File: src/rtl/alu_sched_pkg.sv
// ----------------------------------------------------------------------------
// alu_sched_pkg
// Shared definitions for the ALU request scheduler:
//   - state_t      : scheduler FSM states (IDLE, EXEC, RESP)
//   - ALU_CMD_EQ/LT: the two ALU commands whose branch flag is meaningful
//   - DEF_DW/DEF_CW: default operand and command widths
// ----------------------------------------------------------------------------
package alu_sched_pkg;

    localparam int DEF_DW = 8;
    localparam int DEF_CW = 4;

    localparam logic [3:0] ALU_CMD_EQ = 4'b1101;
    localparam logic [3:0] ALU_CMD_LT = 4'b1110;

    typedef enum logic [1:0] {
        IDLE = 2'd0,
        EXEC = 2'd1,
        RESP = 2'd2
    } state_t;

endpackage

File: src/rtl/alu_sched_rr_arb2.sv
// ----------------------------------------------------------------------------
// rr_arb2
// Two-way combinational grant logic.
//   req[1:0] : request bits
//   ptr      : favoured requester when both request (round-robin build)
//   gnt[1:0] : one-hot grant, 00 when nothing requests
// Build option: ALU_FIXED_PRIO_EN selects fixed priority (requester 0 wins
// ties) and leaves ptr unused.
// ----------------------------------------------------------------------------
module rr_arb2 (
    input  logic [1:0] req,
    input  logic       ptr,
    output logic [1:0] gnt
);

`ifdef ALU_FIXED_PRIO_EN
    // Pointer has no meaning with fixed priority; kept for a common port list.
    logic w_unused_ptr;
    assign w_unused_ptr = ptr;

    always_comb begin
        gnt = 2'b00;
        if (req[0]) begin
            gnt = 2'b01;
        end else if (req[1]) begin
            gnt = 2'b10;
        end
    end
`else
    // NOTE: every output of a combinational block gets a default first, so no
    // path through the if/else can leave it unassigned and infer a latch.
    always_comb begin
        gnt = 2'b00;
        if (req == 2'b11) begin
            gnt = ptr ? 2'b10 : 2'b01;
        end else begin
            gnt = req;
        end
    end
`endif

endmodule

File: src/rtl/alu_sched.sv
// ----------------------------------------------------------------------------
// alu_sched
// Shares one external combinational ALU between requester 0 (core pipeline)
// and requester 1 (auxiliary engine). A request is accepted in IDLE, its
// operands are registered onto the ALU ports, the result and branch flag are
// captured one cycle later, and a response is held until the granted
// requester takes it.
//
// Ports:
//   clk, reset                 clock, synchronous active-high reset
//   req_valid/req_ready [1:0]  request handshake, bit i = requester i
//   req_cmd0/1, req_a0/1, req_b0/1  request payload per requester
//   rsp_valid [1:0], rsp_ready [1:0]  response handshake per requester
//   rsp_rslt, rsp_one          shared response data, qualified by rsp_valid
//   alu_cmd, alu_inA, alu_inB  registered drive to the external ALU
//   alu_rslt, alu_one          external ALU result and branch flag
//
// Build option: ALU_FIXED_PRIO_EN -> requester 0 always wins ties and the
// round-robin pointer is removed. Default build is round-robin.
// ----------------------------------------------------------------------------
module alu_sched
    import alu_sched_pkg::*;
#(
    parameter int DW = DEF_DW,
    parameter int CW = DEF_CW
) (
    input  logic          clk,
    input  logic          reset,
    input  logic [1:0]    req_valid,
    output logic [1:0]    req_ready,
    input  logic [CW-1:0] req_cmd0,
    input  logic [CW-1:0] req_cmd1,
    input  logic [DW-1:0] req_a0,
    input  logic [DW-1:0] req_a1,
    input  logic [DW-1:0] req_b0,
    input  logic [DW-1:0] req_b1,
    output logic [1:0]    rsp_valid,
    input  logic [1:0]    rsp_ready,
    output logic [DW-1:0] rsp_rslt,
    output logic          rsp_one,
    output logic [CW-1:0] alu_cmd,
    output logic [DW-1:0] alu_inA,
    output logic [DW-1:0] alu_inB,
    input  logic [DW-1:0] alu_rslt,
    input  logic          alu_one
);

    state_t        r_state;
    state_t        w_state_nxt;
    logic          r_gnt;          // index of the requester being served
    logic [CW-1:0] r_alu_cmd;
    logic [DW-1:0] r_alu_inA;
    logic [DW-1:0] r_alu_inB;
    logic [DW-1:0] r_rsp_rslt;
    logic          r_rsp_one;
    logic [1:0]    r_rsp_valid;

    logic [1:0]    w_gnt;
    logic          w_ptr;
    logic          w_accept;
    logic          w_handshake;
    logic          w_is_cmp;

    // ------------------------------------------------------------------
    // Arbitration
    // ------------------------------------------------------------------
`ifdef ALU_FIXED_PRIO_EN
    assign w_ptr = 1'b0;
`else
    logic r_rr_ptr;

    // Pointer moves only when a response completes, so a requester that is
    // accepted but not yet answered is not skipped over.
    always_ff @(posedge clk) begin
        if (reset) begin
            r_rr_ptr <= 1'b0;
        end else if (w_handshake) begin
            r_rr_ptr <= ~r_gnt;
        end
    end

    assign w_ptr = r_rr_ptr;
`endif

    rr_arb2 u_arb (
        .req (req_valid),
        .ptr (w_ptr),
        .gnt (w_gnt)
    );

    // ------------------------------------------------------------------
    // FSM
    // ------------------------------------------------------------------
    // NOTE: sequential state uses non-blocking assignments so every register
    // samples pre-edge values regardless of statement order.
    always_ff @(posedge clk) begin
        if (reset) begin
            r_state <= IDLE;
        end else begin
            r_state <= w_state_nxt;
        end
    end

    always_comb begin
        w_state_nxt = r_state;
        req_ready   = 2'b00;
        w_accept    = 1'b0;
        w_handshake = 1'b0;
        unique case (r_state)
            IDLE: begin
                req_ready = w_gnt;
                if (w_gnt != 2'b00) begin
                    w_accept    = 1'b1;
                    w_state_nxt = EXEC;
                end
            end
            EXEC: begin
                w_state_nxt = RESP;
            end
            RESP: begin
                // Only the granted requester's ready bit completes the response.
                if (rsp_ready[r_gnt]) begin
                    w_handshake = 1'b1;
                    w_state_nxt = IDLE;
                end
            end
            default: begin
                w_state_nxt = IDLE;
            end
        endcase
    end

    // The ALU branch flag is undefined for non-compare commands; masking it
    // keeps an X from ever reaching rsp_one.
    assign w_is_cmp = (r_alu_cmd == CW'(ALU_CMD_EQ)) || (r_alu_cmd == CW'(ALU_CMD_LT));

    // ------------------------------------------------------------------
    // Operand and response registers
    // ------------------------------------------------------------------
    // NOTE: all data registers are reset because they are visible outputs
    // with defined reset values; a reset mid-operation also discards it.
    always_ff @(posedge clk) begin
        if (reset) begin
            r_gnt       <= 1'b0;
            r_alu_cmd   <= '0;
            r_alu_inA   <= '0;
            r_alu_inB   <= '0;
            r_rsp_rslt  <= '0;
            r_rsp_one   <= 1'b0;
            r_rsp_valid <= 2'b00;
        end else begin
            if (w_accept) begin
                r_gnt     <= w_gnt[1];
                r_alu_cmd <= w_gnt[1] ? req_cmd1 : req_cmd0;
                r_alu_inA <= w_gnt[1] ? req_a1   : req_a0;
                r_alu_inB <= w_gnt[1] ? req_b1   : req_b0;
            end
            if (r_state == EXEC) begin
                r_rsp_rslt  <= alu_rslt;
                r_rsp_one   <= w_is_cmp ? alu_one : 1'b0;
                r_rsp_valid <= r_gnt ? 2'b10 : 2'b01;
            end
            if (w_handshake) begin
                r_rsp_valid <= 2'b00;
            end
        end
    end

    assign alu_cmd   = r_alu_cmd;
    assign alu_inA   = r_alu_inA;
    assign alu_inB   = r_alu_inB;
    assign rsp_rslt  = r_rsp_rslt;
    assign rsp_one   = r_rsp_one;
    assign rsp_valid = r_rsp_valid;

endmodule

File: config.mk
export PLATFORM = sky130hd
export DESIGN_NAME = alu_sched
export DESIGN_NICKNAME = d
export VERILOG_FILES = /design/src/rtl/alu_sched_pkg.sv /design/src/rtl/alu_sched_rr_arb2.sv /design/src/rtl/alu_sched.sv
export SDC_FILE = /design/constraint.sdc
export NUM_CORES = 1
export LEC_CHECK = 0
export CORE_MARGIN = 2
export CORE_UTILIZATION = 30
export DETAILED_ROUTE_END_ITERATION = 8
export HOLD_SLACK_MARGIN = 0.03
export PLACE_DENSITY_LB_ADDON = 0.25
export SLEW_MARGIN = 30
export SYNTH_ARGS = -nofsm -noshare
export SYNTH_HDL_FRONTEND = slang
export SYNTH_HIERARCHICAL = 1
export SYNTH_SLANG_ARGS = --single-unit
export TNS_END_PERCENT = 10
File: constraint.sdc
create_clock -name clk -period 3.9 [get_ports clk]
set_clock_uncertainty 0.05 [all_clocks]
set_input_delay 0.78 -clock clk [delete_from_list [all_inputs] [get_ports clk]]
set_output_delay 0.78 -clock clk [all_outputs]
set_load 0.05 [all_outputs]
==> impl_metrics.ini <==
[setup_path]
cp_common_cell = clkdlybuf4s50_1
critical_path_arrival_ns = 2.57
crit_buf_inv = 2
crit_required_ns = 3.07
max_stage_delay_ns = 0.82
critPathTopFamily = buffers and inverters
crit_fanout = 3
cp-end-kind = output port
crit_type = input port to output port
cp_slowest_cell = clkdlybuf4s50_1
startpoint_type = input port
crit_chain = clkdlybuf4s50_1 -> a21boi_1 -> and2_1 -> clkdlybuf4s50_1

[sta]
finalSetupTns_ns = 0
slew_headroom = 0.422
setup_viol = 0
maxSlewViolCount = 0
min_period_ns = 3.40
worst_slew_pin_slew_ns = 0.867
min_period_over_period = 0.872
final-hold-violation-count = 0
rsz0062_at_grt = false
fmax_mhz = 294

[yosys]
ys_types = 29
synth_edf_count = 0
yosysTopAreaCell = dfxtp_1
yosysWarnings = 6
syn_area_um2 = 1640
synthFlopType = dfxtp_1
ys_seq_elements = 35
syn_nets = 219
async_reset_ff_frac = 0
syn-mean-instance-area_um2 = 10.0
synth_seq_area_share = 0.426
synth_area_leaders = dfxtp_1 43%, a211oi_2 15%, mux2i_1 13%
synthCells = 164
yosys.area.top_type_share = 0.426

[clocking]
path_clk_slew_ns = 0.06
cts_made_buffers = 5
root_buffer = clkbuf_8
insertion_delay_ns = 0.27
cts_setup_buffers = 0
clockBufferDepth = 2
cts_hold_buffers = 0
h-tree-depth = 2
postCtsResizedCells = 0
cts.sinks = 35
cts_tree = yes

[power_and_ir_drop]
swShare = 0.351
power.switching_uw = 367
p_comb_frac = 0.379
p_int_uw = 677
cellPowerDensity_nw_per_um2 = 396
clkPwrFrac = 0.222
power_frac_seq = 0.398
ir_drop_mv = 0.214
leakage_uw = 0.000924
totalPowerFinal_uw = 1040

[detailed_routing]
viasPerCell = 4.77
ant_nets = 0
drcViolationCount = 0
dr.pass1.iters = 2
dr_total_vias = 1507
drt-total-wl_um = 4330
wire_per_inst_um = 13.7
drt-initial-drc-count = 45

[global_route]
grt_pass1_wl_um = 7050
first_global_vias = 1517
grt_max_degree = 37
grt.overflow.total = 0
antenna_found_initial = 0
track_usage = 0.145

[die]
start_util = 0.316
rows = 26
io_pins = 88
dieArea_um2 = 6090
core_area_um2 = 5200
die_w_um = 78.0
fp.dieH_um = 78.0

[cells_and_area]
area_delta_synth_final_pct = 60.2
multi_input_area_um2 = 867
n_antenna_cell = 0
fin_nets = 302
drive_gt1_frac = 0.142
n_fill_cell = 515
seqCellArea_um2 = 701
final_cells = 316

[status]
status = completed

[hold_path]
min_path_type = register to register

[place]
place_inst = 310
numPortBuffers = 87
gp_congestion = 0.659
dp_hpwl_um = 3090

[run]
max-cap-violations = 0
## worst reg2reg max path: stages, from the launching register on
cell and delay [ns]:
dfxtp_1 0.37, inv_1 0.08, a21boi_4 0.43, buf_4 0.33, mux2i_1 0.30, a211oi_2 0.10
## worst paths after layout
check,from,endpoint,slack [ns],cells after the start
setup / recovery,req_valid[0],req_ready[0],0.50,4
hold / removal,rsp_rslt[3]$_SDFFE_PP0N_,rsp_rslt[3]$_SDFFE_PP0N_,0.40,2
setup reg to reg,r_rr_ptr$_SDFFE_PP0P_,alu_inB[3]$_SDFFE_PP0P_,2.10,5
hold reg to reg,rsp_rslt[3]$_SDFFE_PP0N_,rsp_rslt[3]$_SDFFE_PP0N_,0.40,2
## stage by stage
stage           util  area, um^2  setup slack, ns  hold WS (ns)
4_1_cts        0.506        2630            0.513         0.407
5_1_grt        0.506        2630            0.409         0.436
3_3_place_gp   0.492        2560            0.512         0.391
2_1_floorplan      -        1640             1.63         0.424
6_report       0.506        2630            0.500         0.404
3_5_place_dp   0.492        2560            0.513         0.399
## registers in the layout, indices dropped and copies added, names as in the netlist
name and count:
alu_cmd 4, rsp_valid 2, alu_inA 8, r_gnt 1, r_rr_ptr 1, alu_inB 8, r_state 2, rsp_one 1
rsp_rslt 8
## power by group through the flow
| stage | clock network [uW] | logic, uW | registers, uW |
|---|---|---|---|
| 2_1_floorplan | 0 | 142 | 536 |
| 3_3_place_gp | 0 | 397 | 423 |
| 3_5_place_dp | 0 | 400 | 424 |
| 4_1_cts | 245 | 401 | 416 |
| 5_1_grt | 261 | 420 | 421 |
| 6_report | 232 | 396 | 416 |
## routing by layer
metal	up-vias	wire length, um	part of all wire	track usage
li1	753	-	-	-
met1	696	2010	0.47	0.185
met2	56	1940	0.45	0.226
met3	2	352	0.081	0.0529
met4	0	22	0.0051	0.0526
met5	-	0	0	0
## cell families (layout without fill, tap and decap cells)
logic type                after synthesis  count (layout)  share of synthesized area
AOI/OAI and AO/OA                      57              57                      0.280
xor gates and xnor gates                1               1                    0.00533
and+or+nand+nor                        34              34                      0.107
DFF                                    35              35                      0.426
buffers and inverters                  16              98                     0.0533
muxes                                  21              21                      0.128
## cell usage in the layout, fill, tap and decap left out, types with 2 or more instances in the layout
cell	n
buf_4	3
nand2_1	16
clkbuf_8	5
nor2b_1	3
a21oi_1	31
and2_1	2
a211oi_2	20
dfxtp_1	35
clkdlybuf4s50_1	85
inv_1	2
mux2i_1	21
nor2_1	2
## area by class of cell
class / count / share of cell area
Tap cell: 70 / 0.0333
Clock buffer: 6 / 0.0276
Sequential cell: 35 / 0.266
Inverter: 2 / 0.00285
Timing Repair Buffer: 90 / 0.341
Multi-Input combinational cell: 113 / 0.329
## synthesized netlist by cell type, types with 2 or more instances
cell type   n
a211oi_2   20
a21boi_1    2
a21oi_1    31
and2_1      2
buf_2      10
buf_6       2
clkbuf_1    2
dfxtp_1    35
inv_1       2
mux2i_1    21
nand2_1    16
nor2_1      2
nor2b_1     3
(Power assumes the default switching activity.)
